`src/rtl/fetch_queue.sv`:
```
// fetch_queue: circular instruction queue between fetch and decode.
// Each entry holds one 64-bit {pc, instr} pair.
// Fetch can push one or two entries per cycle. Decode can pop one or two
// from the head, strictly in order.
// Optional feature macro: FETCHQ_PERF_EN builds the queue-empty (starvation)
// cycle counter. When it is undefined, perf_starve_cnt is tied to zero.
`timescale 1ns/1ps
module fetch_queue #(
   parameter int DEPTH = 8
) (
   input  logic        clk,
   input  logic        rst_n,
   input  logic        in_valid,
   input  logic        in_b_valid,
   input  logic [31:0] in_pc,
   input  logic [31:0] in_instr_a,
   input  logic [31:0] in_instr_b,
   output logic        in_ready,
   output logic        out_a_valid,
   output logic        out_b_valid,
   output logic [31:0] out_a_instr,
   output logic [31:0] out_a_pc,
   output logic [31:0] out_b_instr,
   output logic [31:0] out_b_pc,
   input  logic        id_take_a,
   input  logic        id_take_b,
   input  logic        flush,
   output logic [31:0] perf_starve_cnt
);

   localparam int AW = $clog2(DEPTH);
   localparam int CW = AW + 1;
   localparam logic [CW-1:0] READY_MAX = CW'(DEPTH - 2);
   localparam logic [CW-1:0] CNT_ONE   = CW'(1);
   localparam logic [CW-1:0] CNT_TWO   = CW'(2);
   localparam logic [AW-1:0] PTR_ONE   = AW'(1);

   logic [AW-1:0] head_q, head_d;
   logic [AW-1:0] tail_q, tail_d;
   logic [CW-1:0] count_q, count_d;

   logic [63:0]   entry_mem [DEPTH];

   logic          push_en;
   logic [1:0]    push_n;
   logic          take_a_ok;
   logic          take_b_ok;
   logic [1:0]    pop_n;
   logic [AW-1:0] wr_b_idx;
   logic [AW-1:0] rd_b_idx;

   // Handshake and take qualification. Every term depends only on registered
   // count and the inputs, so in_ready never sees a path from take or flush.
   always_comb begin
      in_ready  = (count_q <= READY_MAX);
      push_en   = in_valid && in_ready && !flush;
      push_n    = 2'd0;
      if (push_en) begin
         push_n = in_b_valid ? 2'd2 : 2'd1;
      end
      take_a_ok = id_take_a && (count_q >= CNT_ONE);
      take_b_ok = take_a_ok && id_take_b && (count_q >= CNT_TWO);
      pop_n     = {1'b0, take_a_ok} + {1'b0, take_b_ok};
      wr_b_idx  = tail_q + PTR_ONE;
      rd_b_idx  = head_q + PTR_ONE;
   end

   // Next pointer/count values. Flush overrides any push or pop in the same
   // cycle. Pointers wrap naturally because DEPTH is a power of two.
   always_comb begin
      head_d  = head_q;
      tail_d  = tail_q;
      count_d = count_q;
      if (flush) begin
         head_d  = '0;
         tail_d  = '0;
         count_d = '0;
      end else begin
         head_d  = head_q + AW'(pop_n);
         tail_d  = tail_q + AW'(push_n);
         count_d = count_q + CW'(push_n) - CW'(pop_n);
      end
   end

   // Pointer and occupancy registers. Reset takes priority over flush.
   always_ff @(posedge clk) begin
      if (!rst_n) begin
         head_q  <= '0;
         tail_q  <= '0;
         count_q <= '0;
      end else begin
         head_q  <= head_d;
         tail_q  <= tail_d;
         count_q <= count_d;
      end
   end

   // Entry storage. It is not reset, because entries outside [head, head+count) are never observed as valid.
   always_ff @(posedge clk) begin
      if (push_en) begin
         entry_mem[tail_q] <= {in_pc, in_instr_a};
         if (in_b_valid) begin
            entry_mem[wr_b_idx] <= {in_pc + 32'd4, in_instr_b};
         end
      end
   end

   // Head and head+1 are presented combinationally to decode.
   always_comb begin
      out_a_valid = (count_q >= CNT_ONE);
      out_b_valid = (count_q >= CNT_TWO);
      {out_a_pc, out_a_instr} = entry_mem[head_q];
      {out_b_pc, out_b_instr} = entry_mem[rd_b_idx];
   end

`ifdef FETCHQ_PERF_EN
   logic [31:0] starve_cnt_q, starve_cnt_d;

   // Starvation counter. It counts each cycle the queue is empty and saturates at all-ones.
   always_comb begin
      starve_cnt_d = starve_cnt_q;
      if ((count_q == '0) && (starve_cnt_q != 32'hFFFF_FFFF)) begin
         starve_cnt_d = starve_cnt_q + 32'd1;
      end
   end

   // Starvation counter register, cleared only by reset.
   always_ff @(posedge clk) begin
      if (!rst_n) begin
         starve_cnt_q <= '0;
      end else begin
         starve_cnt_q <= starve_cnt_d;
      end
   end

   assign perf_starve_cnt = starve_cnt_q;
`else
   assign perf_starve_cnt = 32'd0;
`endif

endmodule

```
`config.mk`:
```
export PLATFORM = sky130hd
export DESIGN_NAME = fetch_queue
export DESIGN_NICKNAME = d
export VERILOG_FILES = /design/src/rtl/fetch_queue.sv
export SDC_FILE = /design/constraint.sdc
export NUM_CORES = 1
export LEC_CHECK = 0
export ABC_AREA = 1
export ABC_CLOCK_PERIOD_IN_PS = 9900
export CAP_MARGIN = 20
export CELL_PAD_IN_SITES_DETAIL_PLACEMENT = 1
export CELL_PAD_IN_SITES_GLOBAL_PLACEMENT = 2
export CORE_ASPECT_RATIO = 1.75
export CORE_MARGIN = 1.5
export CORE_UTILIZATION = 37
export CTS_BUF_LIST = sky130_fd_sc_hd__clkbuf_8
export CTS_CLUSTER_DIAMETER = 50
export DETAILED_ROUTE_END_ITERATION = 10
export PLACE_DENSITY = 0.9
export SYNTH_ARGS = -nofsm -noshare
export SYNTH_HDL_FRONTEND = slang
export SYNTH_SLANG_ARGS = --single-unit
```
`constraint.sdc`:
```
create_clock -name clk -period 9.9 [get_ports clk]
set_input_delay 1.98 -clock clk [delete_from_list [all_inputs] [get_ports clk]]
set_output_delay 1.98 -clock clk [all_outputs]
set_load 0.02 [all_outputs]
```
==> summary.txt <==
Synth
  – Sequential fraction of the synthesis area: 47.5%
  – Yosys reg bits: 522
  – Netlist cell types: 39
  – Syn Inst Count: 4091
  – Top cell type's share of synthesized area: 46.8%
  – Count of flip-flops with a built-in enable after synthesis: 512
  – Main synth FF type: edfxtp_1
  – Synth area leader: edfxtp_1
  – Most frequent cell after synthesis: nand2_1
  – Top cells by count, synth: nand2_1 (1017), o21ai_0 (701), edfxtp_1 (512)
  – Cell Area, Synth: 32800 µm²
  – Synth async-reset ratio: 0%
  – Synth Area per Inst: 8.02 µm²
  – YS warnings: 0
  – Synth top area cells: edfxtp_1 (47%), nand2_1 (12%), o21ai_0 (11%)

Clocking
  – Number of post-CTS setup repair buffers: 0
  – CTS Hold Buffers Added: 0
  – CTS resizes: 0
  – Htree depth: 3
  – Worst-skew pair later-pin latency: 0.77 ns
  – TritonCTS clock tree: yes
  – Total CTS buffers: 84
  – Sink Count: 522
  – CTS root buf: clkbuf_8
  – Clock transition at path regs: 0.06 ns
  – Clock buffer depth: 3

Layout
  – Area growth syn-to-layout: 10.9%
  – Nets@finish: 4228
  – Share of layout cells above drive strength 1: 5.54%
  – # fillers: 10800

Timing
  – Clock skew: 0.0471 ns
  – Slew HR: 25.9%
  – Unrepaired setup endpoints after global routing: no
  – Final setup viols: 0
  – Final hold viol count: 0
  – Sum Neg Setup Slack: 0 ns
  – Fmax: 0.143 GHz
  – Crit path time final: 7.01 ns
  – Worst-margin pin slew: 1.11 ns
  – Crit share post-route: 70.8%
  – Max-slew violation count: 0

Pwr
  – Worst VDD drop: 166 µV
  – Reg power frac: 34.9%
  – Sw Ratio: 39.6%
  – Internal power: 4.41 mW
  – Psw: 2.90 mW
  – Pwr dens: 201 nW/µm²
  – Pwr Total: 7.31 mW
  – Power share of the clock group: 24.6%
  – LEAKAGE: 13.8 nW
  – Combinational share of power: 40.4%

Critical path
  – Crit path required time: 7.92 ns
  – Crit path launch type: flip-flop
  – Crit-path slowest cell: ha_4
  – Arrival time at the worst endpoint: 5.03 ns
  – CP Capture Type: output port
  – Critical path class: reg -> out
  – Crit Path Max Fanout: 70
  – CP max stage delay: 0.85 ns
  – Worst path cell trace: ha_4 -> clkinv_2 -> buf_4 -> nor2_1 -> o21ai_0 -> nand3_1 -> o21a_1 -> clkdlybuf4s50_1

Placement
  – Post-DP HPWL: 76.3 mm
  – GPL Wtd Cong: 0.810
  – I/O Buffers: 233

Routing
  – Vias: 30100
  – Residual DRC: 0
  – Wire per inst: 23.9 µm
  – Routed wire length: 128 mm
  – Drt via density: 5.64
  – DR pass1 iterations: 6
  – Final ANT Viol Nets: 0
  – Iter 0 DRT Violations: 2080

Die
  – I/O pin cnt: 266
  – Die X-Extent: 228 µm
  – Die height: 397 µm
  – Initial Utilization: 37.3%
  – DIE AREA: 90600 µm²
  – Core area: 87900 µm²
  – Std cell rows: 144

Global route
  – Initial antenna violation count: 5
  – Pin count of the biggest net entering global routing: 199
  – Total track usage: 27.8%
  – Vias in the first global route: 31500
  – First-pass GRT wire length: 190 mm
  – GR Overflow Total: 0

Hold path
  – Worst Hold Class: reg -> reg

Flow run
  – Maxcap violations: 0

Outcome
  – Outcome: finished, final reports clean
[worst paths after layout]
check                                start                to  cells after the start  slack (ns)
worst min register to register  count_q[3]        count_q[3]                      3        0.63
worst max-delay path             head_q[0]      out_b_pc[23]                      8        2.89
worst min-delay path            count_q[3]        count_q[3]                      3        0.63
worst max register to register  count_q[3]  entry_mem[7][32]                     12        5.82
[worst max-delay path: cells and delay by family (launching register included)]
kind / cells / cell delay, ns
buf+inv: 3 / 2.07
fa+ha+maj: 1 / 0.85
flops: 1 / 0.65
simple gates: 2 / 0.33
compound gates: 2 / 0.27
[power by group through the flow]
stage | Clock (mW) | Sequential (mW) | Combinational (mW)
after detailed placement | 0 | 2.62 | 2.92
after global placement | 0 | 2.62 | 2.89
after global routing | 1.90 | 2.56 | 3.21
after CTS | 1.83 | 2.57 | 2.93
after floorplan | 0 | 2.59 | 1.81
final | 1.80 | 2.55 | 2.96
[cell usage in the layout (no fill, tap or decap), types with 6 or more instances in the layout]
cell             instances
o21ai_2                 19
o21ai_1                338
dfxtp_1                  7
xor2_1                  16
nand3_1                107
conb_1                  32
nor2_4                  11
o31ai_4                  8
nand2_1               1017
ha_1                    11
clkinv_1                16
inv_1                  239
edfxtp_1               512
nand3_4                  8
clkinv_2                 7
o21a_1                  65
clkbuf_8                87
nand2_2                  9
nor2_1                 367
a21oi_1                258
clkdlybuf4s50_1        233
o21ai_0                701
nor2_8                   6
buf_4                   46
[through the flow]
stage | instances | instance area [µm²] | worst slack [ns] | util (%) | hold slack [ns]
6_report | 5339 | 36400 | 2.89 | 41.4 | 0.628
5_1_grt | 5338 | 36400 | 2.67 | 41.4 | 0.656
4_1_cts | 5334 | 36300 | 2.25 | 41.3 | 0.636
3_5_place_dp | 5189 | 34800 | 3.11 | 39.6 | 0.625
3_3_place_gp | 5189 | 34800 | 3.17 | 39.6 | 0.610
2_1_floorplan | 4122 | 32900 | 2.20 | - | 0.579
[routing by layer]
layer / wire, µm / global-route usage (%) / share of wire [%]
met5: 13 / 0 / 0.010
met4: 6370 / 14.8 / 5.0
met3: 6330 / 3.79 / 5.0
met2: 65000 / 50.2 / 51
met1: 49900 / 31.6 / 39
[area by class of cell]
cell class                      instances  area, µm²  area share, %
Multi-Input combinational cell       3004      14300           39.2
Sequential cell                       522      15600           42.8
Clock inverter                         58        299          0.822
Timing Repair Buffer                  282       2750           7.54
Tap cell                             1168       1460           4.02
Inverter                              215        830           2.28
Clock buffer                           87       1200           3.29
Antenna cell                            3       7.51         0.0206
[registers in the layout, summed over array words and instances (netlist names)]
name / count
head_q: 3
tail_q: 3
count_q: 4
entry_mem: 512
[kinds of logic (layout without fill, tap and decap cells)]
family	count (synthesis)	after routing	synth area share [%]
xor+xnor	25	25	0.804
simple gates	1538	1538	19.1
flops	522	522	47.5
compound gates	1393	1393	22.0
fa+ha+maj	16	16	0.701
buf+inv	596	642	9.87
other cells	1	35	0.0114
Note: power is estimated with default switching activity, not from simulation.
